==> src/rtl/run_controller.sv <==
// Run controller: turns a start edge into a one-cycle core reset/PC load,
// then enables the core until it halts, reaches PC 0xFF, or times out.
module run_controller #(
  parameter logic [8:0] HALT_CODE      = 9'h1FF,
  parameter int         TIMEOUT_CYCLES = 4096,
  parameter int         CNT_W          = 16
) (
  input  logic             clk,
  input  logic             reset,
  input  logic             start,
  input  logic [7:0]       start_addr,
  input  logic [8:0]       mach_code,
  input  logic [7:0]       pc,
  output logic             core_rst,
  output logic             pc_load,
  output logic [7:0]       pc_load_val,
  output logic             core_en,
  output logic             busy,
  output logic             done,
  output logic             timed_out,
  output logic [CNT_W-1:0] cycle_count
);

  typedef enum logic [1:0] {IDLE, INIT, RUN, FIN} state_t;

  localparam logic [CNT_W-1:0] TIMEOUT_LAST = CNT_W'(TIMEOUT_CYCLES - 1);

  state_t           state, state_next;
  logic             start_q;
  logic             armed;
  logic             start_edge;
  logic             accept;
  logic             halt_hit;
  logic             timeout_hit;
  logic [CNT_W-1:0] count;
  logic             to_flag;

  // armed stays low after reset until start has been seen low, so a start
  // already high when reset is released cannot look like a fresh edge.
  assign start_edge  = start & ~start_q & armed;
  assign accept      = start_edge & ((state == IDLE) | (state == FIN));
  assign halt_hit    = (mach_code == HALT_CODE) | (pc == 8'hFF);
  assign timeout_hit = (count == TIMEOUT_LAST);

  // NOTE: sequential state uses non-blocking (<=) so every flop samples the
  // pre-edge values of the others, independent of statement order.
  always_ff @(posedge clk or posedge reset) begin
    if (reset) state <= IDLE;
    else       state <= state_next;
  end

  always_comb begin
    state_next = state;
    unique case (state)
      IDLE:    if (accept) state_next = INIT;
      INIT:    state_next = RUN;
      RUN:     if (halt_hit || timeout_hit) state_next = FIN;
      FIN:     if (accept) state_next = INIT;
      default: state_next = IDLE;
    endcase
  end

  always_ff @(posedge clk or posedge reset) begin
    if (reset) begin
      start_q     <= 1'b0;
      armed       <= 1'b0;
      pc_load_val <= '0;
      count       <= '0;
      to_flag     <= 1'b0;
    end else begin
      start_q <= start;
      armed   <= armed | ~start;
      if (accept) begin
        pc_load_val <= start_addr;
        count       <= '0;
        to_flag     <= 1'b0;
      end else if (state == RUN) begin
        // The halting cycle is counted; a halt on the last allowed cycle wins.
        if (count != '1) count <= count + CNT_W'(1);
        if (!halt_hit && timeout_hit) to_flag <= 1'b1;
      end
    end
  end

  // NOTE: every output gets a default before the case so no latch is inferred.
  always_comb begin
    core_rst = 1'b0;
    pc_load  = 1'b0;
    core_en  = 1'b0;
    busy     = 1'b0;
    done     = 1'b0;
    unique case (state)
      INIT: begin
        core_rst = 1'b1;
        pc_load  = 1'b1;
        busy     = 1'b1;
      end
      RUN: begin
        core_en = 1'b1;
        busy    = 1'b1;
      end
      FIN:     done = 1'b1;
      default: ;
    endcase
  end

  assign cycle_count = count;
  assign timed_out   = to_flag;

endmodule
==> config.mk <==
export PLATFORM = sky130hd
export DESIGN_NAME = run_controller
export DESIGN_NICKNAME = d
export VERILOG_FILES = /design/src/rtl/run_controller.sv
export SDC_FILE = /design/constraint.sdc
export NUM_CORES = 1
export LEC_CHECK = 0
export CAP_MARGIN = 10
export CORE_MARGIN = 3
export CORE_UTILIZATION = 32
export CTS_BUF_LIST = sky130_fd_sc_hd__clkbuf_16
export DETAILED_ROUTE_END_ITERATION = 7
export HOLD_SLACK_MARGIN = 0.08
export REMOVE_ABC_BUFFERS = 1
export SLEW_MARGIN = 15
export SYNTH_ARGS = -nofsm -noshare
export SYNTH_HDL_FRONTEND = slang
export SYNTH_SLANG_ARGS = --single-unit
==> constraint.sdc <==
create_clock -name clk -period 1.85 [get_ports clk]
set_input_delay 0.555 -clock clk [delete_from_list [all_inputs] [get_ports clk]]
set_output_delay 0.555 -clock clk [all_outputs]
set_load 0.01 [all_outputs]
# After elaboration in Yosys (flattened, before gate mapping)
# Index checks and enable logic that the tools add are counted.
[totals] ff_bits=29 in_bits=28 output_inout_bits=30 word_cells=49
[op_classes] add_sub_neg=1 eq_ne=9 mux=13 n_bitwise=8 reduce_logical=12
[op_table] op="16-bit 2-to-1 mux" n=3
[op_table] op="16-bit by 1-bit adder with 16-bit output, second input constant" n=1
[op_table] op="16-bit by 12-bit == test with 1-bit output, second input constant" n=1
[op_table] op="16-bit != test, second input constant" n=1
[op_table] op="9-bit == test, second input constant" n=1
[op_table] op="8-bit == test, second input constant" n=1
[op_table] op="1-bit 2-to-1 mux" n=7
[op_table] op="2-bit one-hot mux with 3 select lines" n=1
[op_table] op="2-bit AND reduction" n=3
[op_table] op="2-bit nonzero test" n=3
[op_table] op="2-bit == test, second input constant" n=2
[op_table] op="2-bit 2-to-1 mux" n=2
[op_table] op="2-bit OR reduction" n=2
[op_table] op="1-bit AND" n=3
[op_table] op="1-bit bitwise OR" n=3
[op_table] op="2-bit by 1-bit == test with 1-bit output, second input constant" n=1
[op_table] op="2-bit logical NOT" n=1
[op_table] op="2-bit by 1-bit != test with 1-bit output, second input constant" n=1
[op_table] op="2-bit != test, second input constant" n=1
[op_table] op="1-bit NOT" n=2
[op_table] op="1-bit logical AND" n=1
[op_table] op="1-bit logical NOT" n=1
[op_table] op="1-bit logical OR" n=1

# Depth between registers and ports, before layout
[logic_depth] depth_word=7 mapped_depth=7 ltp_nobuf=7

# Least setup slack after synthesis
# OpenSTA, ideal clock, no wires.
[synth_path] kind="flip-flop to flip-flop" start="reg state[0]" end="reg pc_load_val[6]" setup_time_ns=0.128 arrival_ns=1.762 required_ns=1.722 setup_slack_ns=-0.039 stages_incl_launch_ff=7 path_buffers=1 period_less_slack_ns=1.889 path_cell_list="dfrtp_1 -> inv_1 -> ha_1 -> inv_1 -> nor2_1 -> buf_2 -> mux2_1"
[synth_between] elab_chain_len=3 word_cells_on_any_way=4 cone_classes="1 x eq/ne; 2 x bitwise; 1 x reduce/logical"
[synth_rtl] element="start: declaration" line_no="28" rtl="state_t state, state_next;"
[synth_rtl] element="start signal: assignment" line_no="49" rtl="else state <= state_next;"
[synth_rtl] element="2-bit == test / 2-bit logical NOT (equally long branches)" line_no="41" rtl="assign accept = start_edge & ((state == IDLE) | (state == FIN));"
[synth_rtl] element="1-bit bitwise OR *" line_no="41"
[synth_rtl] element="1-bit AND *" line_no="41"
[synth_rtl] element="end signal: assignment" line_no="74" rtl="pc_load_val <= start_addr;"
[synth_rtl] element="end: declaration" line_no="16" rtl="output logic [7:0] pc_load_val,"
# Mark *: on every way between the ends. The rest lies on a longest branch, timed or not.
# A chain may end at the register's enable or synchronous reset.

# Worst setup path after layout
[layout_path] start="reg count[8] (netlist: cycle_count[8])" end="out cycle_count[8]"
[layout_lines] element="start: declaration" line_no="35" rtl="logic [CNT_W-1:0] count;"
[layout_lines] element="start signal: assignment" line_no="79" rtl="if (count != '1) count <= count + CNT_W'(1);"
[layout_lines] element="end: declaration" line_no="21" rtl="output logic [CNT_W-1:0] cycle_count"
# No word-level cell between the ends.

==> qor.csv <==
metric;value;unit
worst path arrival time;1.25;ns
Synth area leader;dfrtp_1;
Die Wd;74.07;µm
final worst path period need;1.809;ns
ys async rst share;100.0;%
Crit path required time;1.29;ns
critical path class;flop to output port;
fin area;2469;µm²
CORE AREA;4414;µm²
hold violation total from the final report;0;
vias in the first global route;1298;
Initial DRT Pass Iterations;4;
via/cell ratio;4.832;
maxcap violations;0;
die span in y;74.07;µm
Final #Nets;253;
Post-synth EDFFs;0;
DP Area;2243;µm²
worst slew pin tran;0.3598;ns
critical path's largest stage delay;0.55;ns
Tcrit/Tclk final;97.77;%
post-synth design cell area;1483;µm²
outcome;complete, no violations;
endpoint type of the worst setup path;output port;
CP max FO;7;
buffers plus inverters on the worst setup path;1;
TNS Setup;0;ns
Leak;1.084;nW
Final ANT Viol Nets;0;
GRT Total Usage;14.43;%
Synth top area share;48.95;%
dominant cells by area after synthesis;dfrtp_1, nor2_1, xnor2_1, mux2_2, ha_1;
TritonCTS clock tree;built;
initial antenna violation count;0;
Worst R2R Setup Slack;0.10;ns
global-route wire length before repair;6023;µm
WL per Instance;13.34;µm
Initial Util;33.59;%
Final setup viols;0;
Final Max Tran Viols;0;
PortBufs;57;
post-synthesis sequential area ratio;48.95;%
# DRC;0;
Clk pin slew, worst setup/hold paths;0.05;ns
total power;2.741;mW
HPWL after DPL;2720;µm
Die Area;5486;µm²
area grow syn2layout;66.50;%
top cell family by delay on the critical path;buffers and inverters;
ant diodes;0;
vias after detailed routing;1319;
min-delay worst type;flop to flop;
Synth cell types;34;
# IOs;58;
share of post-route cells with drive strength above 1;24.43;%
largest net degree at the start of global routing;30;
synthesis-stage register bit count;29;
Max rail drop VDD;0.6947;mV
Rel. slew slack;75.70;%
Clock Latency Late Sink;0.27;ns
floorplan row count;24;
synth warn;0;
clock buffer depth;2;
routed wire length;3643;µm
Clock Tree Root;clkbuf_16;
fin util;55.92;%
Sink Count;29;
post-cts hold buffer count;0;
Max Fclk;0.5529;GHz
routability cong.;0.7474;
Congestion Overflow GR;0;
crit start category;flop;
# H-tree levels;2;
power per cell area;1110;nW/µm²
total CTS buffers;5;
Syn Inst Count;139;
Worst Skew;0.002257;ns
DR iter-0 viols;77;
cells along the critical path;clkdlybuf4s50_1;
top_reg_cell synth;dfrtp_1;
CP max stage cell;clkdlybuf4s50_1;
Syn Area/Cell;10.67;µm²
-- cell usage after synthesis, drive strengths merged, types with 3 or more instances --
| cell type | count |
|---|---|
| nand2 | 5 |
| nor4 | 5 |
| mux2i | 3 |
| buf | 4 |
| nor2 | 20 |
| nand4 | 7 |
| dfrtp | 29 |
| o21ai | 5 |
| inv | 8 |
| nor3 | 3 |
| a21oi | 3 |
| mux2 | 9 |
| xor2 | 3 |
| xnor2 | 8 |
| ha | 5 |
| nand3 | 7 |
-- layer usage --
| metal | global-route usage (%) | up-vias | routed length (µm) |
|---|---|---|---|
| met2 | 22.24 | 41 | 1775 |
| met3 | 5.676 | 7 | 267 |
| met4 | 4.829 | 0 | 49 |
| met5 | 0 | - | 0 |
| met1 | 18.53 | 616 | 1551 |
| li1 | - | 655 | - |
-- what timing repair did --
item                                    in CTS  in global routing
endpoints found under the setup margin      15                 24
gates resized for setup                     17                 13
pin swaps                                    1                  1
setup buffers                                0                  3
cloned                                       0                  0
-- flip-flops by register name, summed over array words and instances, names as in the netlist --
signal / flops
cycle_count: 16
pc_load_val: 8
state: 2
armed: 1
start_q: 1
timed_out: 1
-- where the power goes --
group          internal (mW)  switching [mW]
registers              0.780           0.103
logic                  0.646           0.441
clock network          0.492           0.280
-- worst paths after layout --
path / end / from / depth (start not counted)
max: cycle_count[8] / cycle_count[8] / 1
min: armed / armed / 1
min reg2reg: armed / armed / 1
max in group asynchronous: cycle_count[9] / reset / 3
min in group asynchronous: pc_load_val[7] / reset / 3
max reg2reg: cycle_count[2] / cycle_count[1] / 7
-- worst reg2reg max path: cells and delay by family (launching register included) --
kind / cells / cell delay (ns)
buffers and inverters: 1 / 0.21
XOR/XNOR: 1 / 0.14
AND/OR/NAND/NOR: 3 / 0.27
flip-flops: 1 / 0.41
AO/OA/AOI/OAI: 1 / 0.37
adder cells (fa/ha/maj): 1 / 0.24
-- stage by stage --
| step | std cells | worst slack (ns) | hold slack (ns) |
|---|---|---|---|
| 3_5_place_dp | 262 | -0.1026 | 0.4653 |
| 5_1_grt | 273 | -0.002784 | 0.4922 |
| 3_3_place_gp | 262 | -0.03951 | 0.4506 |
| 2_1_floorplan | 135 | -0.4330 | 0.4348 |
| 6_report | 273 | 0.04125 | 0.4705 |
| 4_1_cts | 270 | 0.006285 | 0.4813 |
-- final cells by class --
class	count	area, µm²
fill	385	1946
multi-input combinational	98	749.5
timing repair buffer	78	744.5
sequential	29	737.0
clock buffer	5	125.1
tap	52	65.06
inverter	8	30.03
clock inverter	3	17.52
-- layout by cell type, fill, tap and decap left out, types with 4 or more instances in the layout --
| master | n |
|---|---|
| nor4_1 | 4 |
| nor2_1 | 19 |
| nand3_1 | 5 |
| o21ai_1 | 4 |
| clkbuf_16 | 5 |
| nand4_1 | 6 |
| dfrtp_2 | 9 |
| inv_1 | 8 |
| mux2_2 | 6 |
| clkdlybuf4s50_1 | 48 |
| buf_4 | 20 |
| dlymetal6s2s_1 | 4 |
| dfrtp_1 | 20 |
| xnor2_1 | 8 |
| nand2_1 | 5 |
-- logic make-up after synthesis --
family / share of synthesized area [%]
compound gates: 7.004
xor+xnor: 6.498
fa+ha+maj: 4.219
buf+inv: 3.713
flops: 48.95
mux: 9.113
simple gates: 20.51
Power figures use the tool's default switching activity.
